===== config.mk =====
export PLATFORM = sky130hd
export DESIGN_NAME = term_writer
export DESIGN_NICKNAME = d
export VERILOG_FILES = /design/src/rtl/term_pkg.sv /design/src/rtl/byte_fifo.sv /design/src/rtl/term_writer.sv
export SDC_FILE = /design/constraint.sdc
export NUM_CORES = 1
export LEC_CHECK = 0
export ABC_AREA = 1
export CAP_MARGIN = 20
export CORE_AREA = 3 3 115 89
export CTS_CLUSTER_SIZE = 40
export DETAILED_ROUTE_END_ITERATION = 16
export DIE_AREA = 0 0 118 92
export PLACE_DENSITY = 0.76
export SYNTH_ARGS = -nofsm -noshare
export SYNTH_HDL_FRONTEND = slang
export SYNTH_HIERARCHICAL = 1
export SYNTH_SLANG_ARGS = --single-unit

===== constraint.sdc =====
create_clock -name clk -period 2.7 [get_ports clk]
set_clock_uncertainty 0.2 [all_clocks]
set_input_delay 0.27 -clock clk [delete_from_list [all_inputs] [get_ports clk]]
set_output_delay 0.27 -clock clk [all_outputs]
set_load 0.05 [all_outputs]

===== src/rtl/term_pkg.sv =====
// Shared constants, FSM state type and screen address helper for the terminal writer.
// Geometry defaults match a 640x480 text mode with an 8x16 font.
package term_pkg;

    localparam int DEF_COLS = 80;
    localparam int DEF_ROWS = 30;
    localparam int ADDR_W   = 12;

    localparam logic [7:0] CHR_BS       = 8'h08;
    localparam logic [7:0] CHR_LF       = 8'h0A;
    localparam logic [7:0] CHR_FF       = 8'h0C;
    localparam logic [7:0] CHR_CR       = 8'h0D;
    localparam logic [7:0] CHR_SPACE    = 8'h20;
    localparam logic [7:0] CHR_PRINT_LO = 8'h20;
    localparam logic [7:0] CHR_PRINT_HI = 8'h7E;

    typedef enum logic [1:0] {
        IDLE,
        WRITE,
        CLEAR
    } state_t;

    // row*80 + col built from shifts; 29*80+79 = 2399 fits in 12 bits.
    function automatic logic [ADDR_W-1:0] rc_addr(input logic [4:0] row, input logic [6:0] col);
        logic [ADDR_W-1:0] r;
        r = {7'd0, row};
        return (r << 6) + (r << 4) + {5'd0, col};
    endfunction

endpackage


===== src/rtl/byte_fifo.sv =====
// Byte FIFO: DEPTH entries (power of two), head visible combinationally on pop_dat.
// Latency: one cycle push-to-visible. Backpressure: push ignored when full unless popped in the same cycle.
module byte_fifo #(
    parameter int DEPTH = 4,
    parameter int W     = 8
) (
    input  logic         clk,
    input  logic         reset,
    input  logic         push,
    input  logic [W-1:0] push_dat,
    input  logic         pop,
    output logic [W-1:0] pop_dat,
    output logic         full,
    output logic         empty
);

    localparam int AW = $clog2(DEPTH);

    logic [W-1:0]  mem [DEPTH];
    logic [AW-1:0] wr_ptr;
    logic [AW-1:0] rd_ptr;
    logic [AW:0]   count;
    logic          do_push;
    logic          do_pop;

    assign full    = (count == (AW+1)'(DEPTH));
    assign empty   = (count == '0);
    assign do_pop  = pop && !empty;
    assign do_push = push && (!full || do_pop);
    assign pop_dat = mem[rd_ptr];

    always_ff @(posedge clk) begin
        if (do_push) begin
            mem[wr_ptr] <= push_dat;
        end
    end

    always_ff @(posedge clk or posedge reset) begin
        if (reset) begin
            wr_ptr <= '0;
            rd_ptr <= '0;
            count  <= '0;
        end else begin
            if (do_push) begin
                wr_ptr <= wr_ptr + 1'b1;
            end
            if (do_pop) begin
                rd_ptr <= rd_ptr + 1'b1;
            end
            case ({do_push, do_pop})
                2'b10:   count <= count + 1'b1;
                2'b01:   count <= count - 1'b1;
                default: count <= count;
            endcase
        end
    end

endmodule


===== src/rtl/term_writer.sv =====
// Terminal writer: UART bytes -> cursor-tracked writes into the 80x30 character RAM (TERM_ROWCLEAR_EN blanks each new row).
// Latency: wr_en two cycles after rx_valid for a printable byte; FF/row clear emits one write per cycle.
// Backpressure: none upstream; bytes arriving on a full FIFO are dropped and flagged on sticky overflow.
module term_writer
    import term_pkg::*;
#(
    parameter int COLS       = DEF_COLS,
    parameter int ROWS       = DEF_ROWS,
    parameter int FIFO_DEPTH = 4
) (
    input  logic              clk,
    input  logic              reset,
    input  logic [7:0]        rx_data,
    input  logic              rx_valid,
    output logic              wr_en,
    output logic [ADDR_W-1:0] wr_addr,
    output logic [6:0]        wr_char,
    output logic [4:0]        cursor_row,
    output logic [6:0]        cursor_col,
    output logic              busy,
    output logic              overflow
);

    localparam logic [6:0] SP = CHR_SPACE[6:0];

    state_t            state, state_n;
    logic [4:0]        row, row_n, row_inc;
    logic [6:0]        col, col_n;
    logic [ADDR_W-1:0] addr_q, addr_n;
    logic [ADDR_W-1:0] clr_end, clr_end_n;
    logic [6:0]        char_q, char_n;
    logic              adv, adv_n;

    logic [7:0]        fifo_dat;
    logic              fifo_full;
    logic              fifo_empty;
    logic              pop;
    logic              push;

    assign pop  = (state == IDLE) && !fifo_empty;
    assign push = rx_valid && (!fifo_full || pop);

    byte_fifo #(.DEPTH(FIFO_DEPTH), .W(8)) u_fifo (
        .clk      (clk),
        .reset    (reset),
        .push     (push),
        .push_dat (rx_data),
        .pop      (pop),
        .pop_dat  (fifo_dat),
        .full     (fifo_full),
        .empty    (fifo_empty)
    );

    // No scrolling: advancing past the last row wraps to the top.
    assign row_inc = (row == 5'(ROWS-1)) ? 5'd0 : row + 5'd1;

    always_comb begin
        state_n   = state;
        row_n     = row;
        col_n     = col;
        addr_n    = addr_q;
        char_n    = char_q;
        clr_end_n = clr_end;
        adv_n     = adv;
        unique case (state)
            IDLE: begin
                if (pop) begin
                    if (fifo_dat >= CHR_PRINT_LO && fifo_dat <= CHR_PRINT_HI) begin
                        state_n = WRITE;
                        addr_n  = rc_addr(row, col);
                        char_n  = fifo_dat[6:0];
                        adv_n   = 1'b1;
                    end else begin
                        case (fifo_dat)
                            CHR_CR: col_n = 7'd0;
                            CHR_LF: begin
                                col_n = 7'd0;
                                row_n = row_inc;
`ifdef TERM_ROWCLEAR_EN
                                state_n   = CLEAR;
                                addr_n    = rc_addr(row_inc, 7'd0);
                                clr_end_n = rc_addr(row_inc, 7'd0) + ADDR_W'(COLS-1);
                                char_n    = SP;
`endif
                            end
                            CHR_BS: begin
                                if (col != 7'd0) begin
                                    col_n   = col - 7'd1;
                                    state_n = WRITE;
                                    addr_n  = rc_addr(row, col - 7'd1);
                                    char_n  = SP;
                                    adv_n   = 1'b0;
                                end
                            end
                            CHR_FF: begin
                                row_n     = 5'd0;
                                col_n     = 7'd0;
                                state_n   = CLEAR;
                                addr_n    = '0;
                                clr_end_n = ADDR_W'(COLS*ROWS-1);
                                char_n    = SP;
                            end
                            default: ;
                        endcase
                    end
                end
            end
            WRITE: begin
                state_n = IDLE;
                if (adv) begin
                    if (col == 7'(COLS-1)) begin
                        col_n = 7'd0;
                        row_n = row_inc;
`ifdef TERM_ROWCLEAR_EN
                        state_n   = CLEAR;
                        addr_n    = rc_addr(row_inc, 7'd0);
                        clr_end_n = rc_addr(row_inc, 7'd0) + ADDR_W'(COLS-1);
                        char_n    = SP;
`endif
                    end else begin
                        col_n = col + 7'd1;
                    end
                end
            end
            CLEAR: begin
                if (addr_q == clr_end) begin
                    state_n = IDLE;
                end else begin
                    addr_n = addr_q + 1'b1;
                end
            end
            default: state_n = IDLE;
        endcase
    end

    always_ff @(posedge clk or posedge reset) begin
        if (reset) begin
            state    <= IDLE;
            row      <= '0;
            col      <= '0;
            addr_q   <= '0;
            char_q   <= '0;
            clr_end  <= '0;
            adv      <= 1'b0;
            overflow <= 1'b0;
        end else begin
            state   <= state_n;
            row     <= row_n;
            col     <= col_n;
            addr_q  <= addr_n;
            char_q  <= char_n;
            clr_end <= clr_end_n;
            adv     <= adv_n;
            if (rx_valid && !push) begin
                overflow <= 1'b1;
            end
        end
    end

    // Writes are driven straight from state, so reset kills a write in flight.
    assign wr_en      = (state != IDLE);
    assign busy       = (state != IDLE);
    assign wr_addr    = addr_q;
    assign wr_char    = char_q;
    assign cursor_row = row;
    assign cursor_col = col;

endmodule


==> key figures <==
Clock tree
  – H-tree levels: 3
  – Root buffer cell: clkbuf_16
  – Max clock buf depth: 2
  – CTS tree: yes
  – CTS Buf Count: 9
  – CTS sink cnt: 75
  – Clock Latency Late Sink: 0.34 ns
  – Clk slew on worst S/H paths: 0.06 ns

Floorplan
  – Vert. Die Dim: 92 um
  – Die X: 118 um
  – Initial cell density of the core: 52.8%
  – Rows: 30
  – CORE AREA: 0.00912 sq mm
  – Die footprint: 0.0109 sq mm
  – IO Count: 45

Logic synthesis
  – Post-Synth Adder-Cell Area: 6.86%
  – Post-synth cell types: 39
  – Mux contribution to synthesized area: 0%
  – Register area share after synthesis: 42.3%
  – Synth Cell Area: 0.00481 sq mm
  – Simple-gate share of the synthesized area: 27.1%
  – Yosys reg bits: 75
  – Mapped Nets: 648
  – Yosys Warn Count: 6
  – Compound-gate portion of the synthesized area: 11.6%
  – Mapped Cells: 613
  – Mean Syn Cell Area: 7.85 sq um
  – Main combinational cell family by area after synthesis: simple AND/OR/NAND/NOR gates
  – Synth Area in XOR/XNOR: 3.09%

Detailed routing
  – DR DRC count: 0
  – Per-cell routed wire length: 14.6 um
  – Starting DRC count in detailed routing: 372
  – Via count: 4427
  – Vias per cell: 5.34
  – Met2 wire len: 5190 um
  – Post-DRT Antenna Nets: 0
  – Met3 routed WL: 908 um
  – Top Metal Used: met4
  – Drt total wl: 12100 um
  – Met1 WL: 5910 um
  – DRT Pass-1 Iters: 5

Finish
  – Layout cells sized above 1: 16.7%
  – Layout area overhead: 24.6%
  – Fin cells: 829
  – N_diodes: 0
  – Fill cells: 760
  – Final nets: 731

Run
  – Max cap viols: 0

Worst setup path
  – Slowest CP cell: dfrtp_2
  – Worst path max stage delay: 0.41 ns
  – Startpoint types: flip-flop
  – Worst EP required: 2.77 ns
  – Crit Path Category: reg -> reg
  – CP arrival: 2.72 ns
  – Worst-path cell chain: inv_2 > ha_4 > nand2_4 > nor2_4 > xor2_2 > ha_2 > inv_2 > fa_2 > inv_2 > a21oi_2 > nor2_2 > nand3_1 > nand2_1 > nand3_2 > nand2_1 > nand2_1 > a21oi_1
  – Endpoint class of the critical path: flip-flop
  – CP max FO: 3

STA
  – Fin. Hold Viols: 0
  – Final setup viols: 0
  – RSZ-0062 raised after global routing: true
  – Fin crit share: 98.3%
  – Max-slew violation count: 0
  – Setup TNS: 0 ns
  – Upper clock frequency limit: 377 MHz
  – Clock period minus worst slack: 2.65 ns
  – Least-Margin Pin Slew: 0.502 ns
  – Slew Limit Headroom: 66.5%

Placement
  – Gpl congestion: 0.908
  – Cells after DPL: 801
  – Number of port buffers: 44
  – DP Wirelength: 8780 um

Global routing
  – Total track usage: 22.3%
  – Initial antenna violation count: 0
  – First-pass GRT wire length: 19500 um
  – Largest net degree at the start of global routing: 37
  – Vias in the first global route: 3994
  – Total grt overflow: 0

Outcome
  – Status: completed

Hold path
  – Worst min path class: reg -> reg
## placed cells by master, fill, tap and decap left out, types with 8 or more instances in the layout
| master | netlist | routed |
|---|---|---|
| nand2_1 | 150 | 148 |
| nor2_1 | 75 | 68 |
| inv_1 | 72 | 68 |
| o21ai_0 | 57 | 52 |
| clkdlybuf4s50_1 | 0 | 44 |
| nand3_1 | 44 | 43 |
| dfrtp_1 | 43 | 40 |
| buf_4 | 2 | 39 |
| edfxtp_1 | 32 | 32 |
| o21ai_1 | 23 | 22 |
| ha_1 | 20 | 17 |
| xor2_1 | 15 | 13 |
| nand4_1 | 10 | 10 |
| o21ai_2 | 4 | 10 |
| nor2_2 | 3 | 9 |
| inv_2 | 6 | 9 |
| clkbuf_16 | 0 | 9 |
| a21oi_1 | 9 | 8 |
## routing by layer
| metal | GRT usage (%) | vias to the layer above |
|---|---|---|
| met5 | 0 | - |
| met2 | 32.8 | 173 |
| li1 | - | 2166 |
| met3 | 5.06 | 18 |
| met4 | 5.46 | 0 |
| met1 | 33.4 | 2070 |
## through the flow
stage | setup WS, ns | util, % | hold WS (ns) | cell area [sq um]
2_1_floorplan | -0.0182 | - | -0.127 | 4820
5_1_grt | -0.106 | 65.7 | 0.303 | 6000
4_1_cts | 0.0146 | 63.6 | 0.280 | 5810
3_5_place_dp | -0.137 | 60.5 | 0.261 | 5520
6_report | 0.0465 | 65.7 | 0.279 | 6000
3_3_place_gp | -0.108 | 60.5 | 0.261 | 5520
## critical path: cells and delay by family (launching register included)
family	cells	cell delay [ns]
fa+ha+maj	3	0.74
simple gates	8	0.68
flops	1	0.41
compound gates	2	0.20
buf+inv	3	0.19
xor+xnor	1	0.17
## area by class of cell
class	instances	area (sq um)	area share (%)
multi-input cells	445	2450	40.9
flip-flops and latches	75	2040	34.0
repair buffers	85	748	12.5
inverters	80	323	5.38
clock buffers	9	225	3.76
well taps	128	160	2.67
clock inverters	7	43.8	0.730
## flip-flops by register name, summed over array words and instances, names as in the netlist, 3 cells and up
signal,count
wr_addr,12
u_fifo/mem,32
u_fifo/count,3
cursor_row,5
wr_char,7
cursor_col,7
## Yosys cell counts (all sizes together)
master	number	area [sq um]
nand2	155	604
o21ai	84	435
nor2	81	334
inv	80	313
nand3	48	260
dfrtp	43	1080
edfxtp	32	961
ha	20	250
xor2	15	131
buf	10	109
nand4	10	62.6
a21oi	9	45.0
nor3	6	30.0
fa	4	80.1
clkbuf	3	11.3
a21boi	2	15.0
o22ai	2	12.5
or2	2	12.5
xnor2	2	17.5
a31o	1	8.76
o211ai	1	7.51
o21a	1	7.51
o21bai	1	18.8
o221ai	1	8.76
## timing repair
item	in CTS	in global routing
endpoints found under the hold margin	7	0
setup buffers	1	10
resized for setup	5	32
pin swaps	3	12
hold buffers	1	0
setup endpoints to repair	10	32
## worst paths after layout
path                                               end                       from  depth (start not counted)  slack, ns
min                               overflow$_DFFE_PP0P_       overflow$_DFFE_PP0P_                          1       0.28
max reg2reg                    wr_addr[10]$_DFFE_PP0P_  cursor_col[1]$_DFFE_PP0P_                         17       0.05
min reg2reg                       overflow$_DFFE_PP0P_       overflow$_DFFE_PP0P_                          1       0.28
max                            wr_addr[10]$_DFFE_PP0P_  cursor_col[1]$_DFFE_PP0P_                         17       0.05
max in group asynchronous    cursor_col[0]$_DFFE_PP0P_                      reset                          4       1.21
min in group asynchronous  u_fifo/count[2]$_DFFE_PP0P_                      reset                          3       0.55
## kinds of logic (layout without fill, tap and decap cells)
group,count (synthesis),in the layout
fa+ha+maj,24,24
buf+inv,93,181
flops,75,75
compound gates,102,102
simple gates,302,302
xor+xnor,17,17
Power is not shown: default switching activity piles up to over one toggle a cycle in this logic, so the estimate is an artifact.
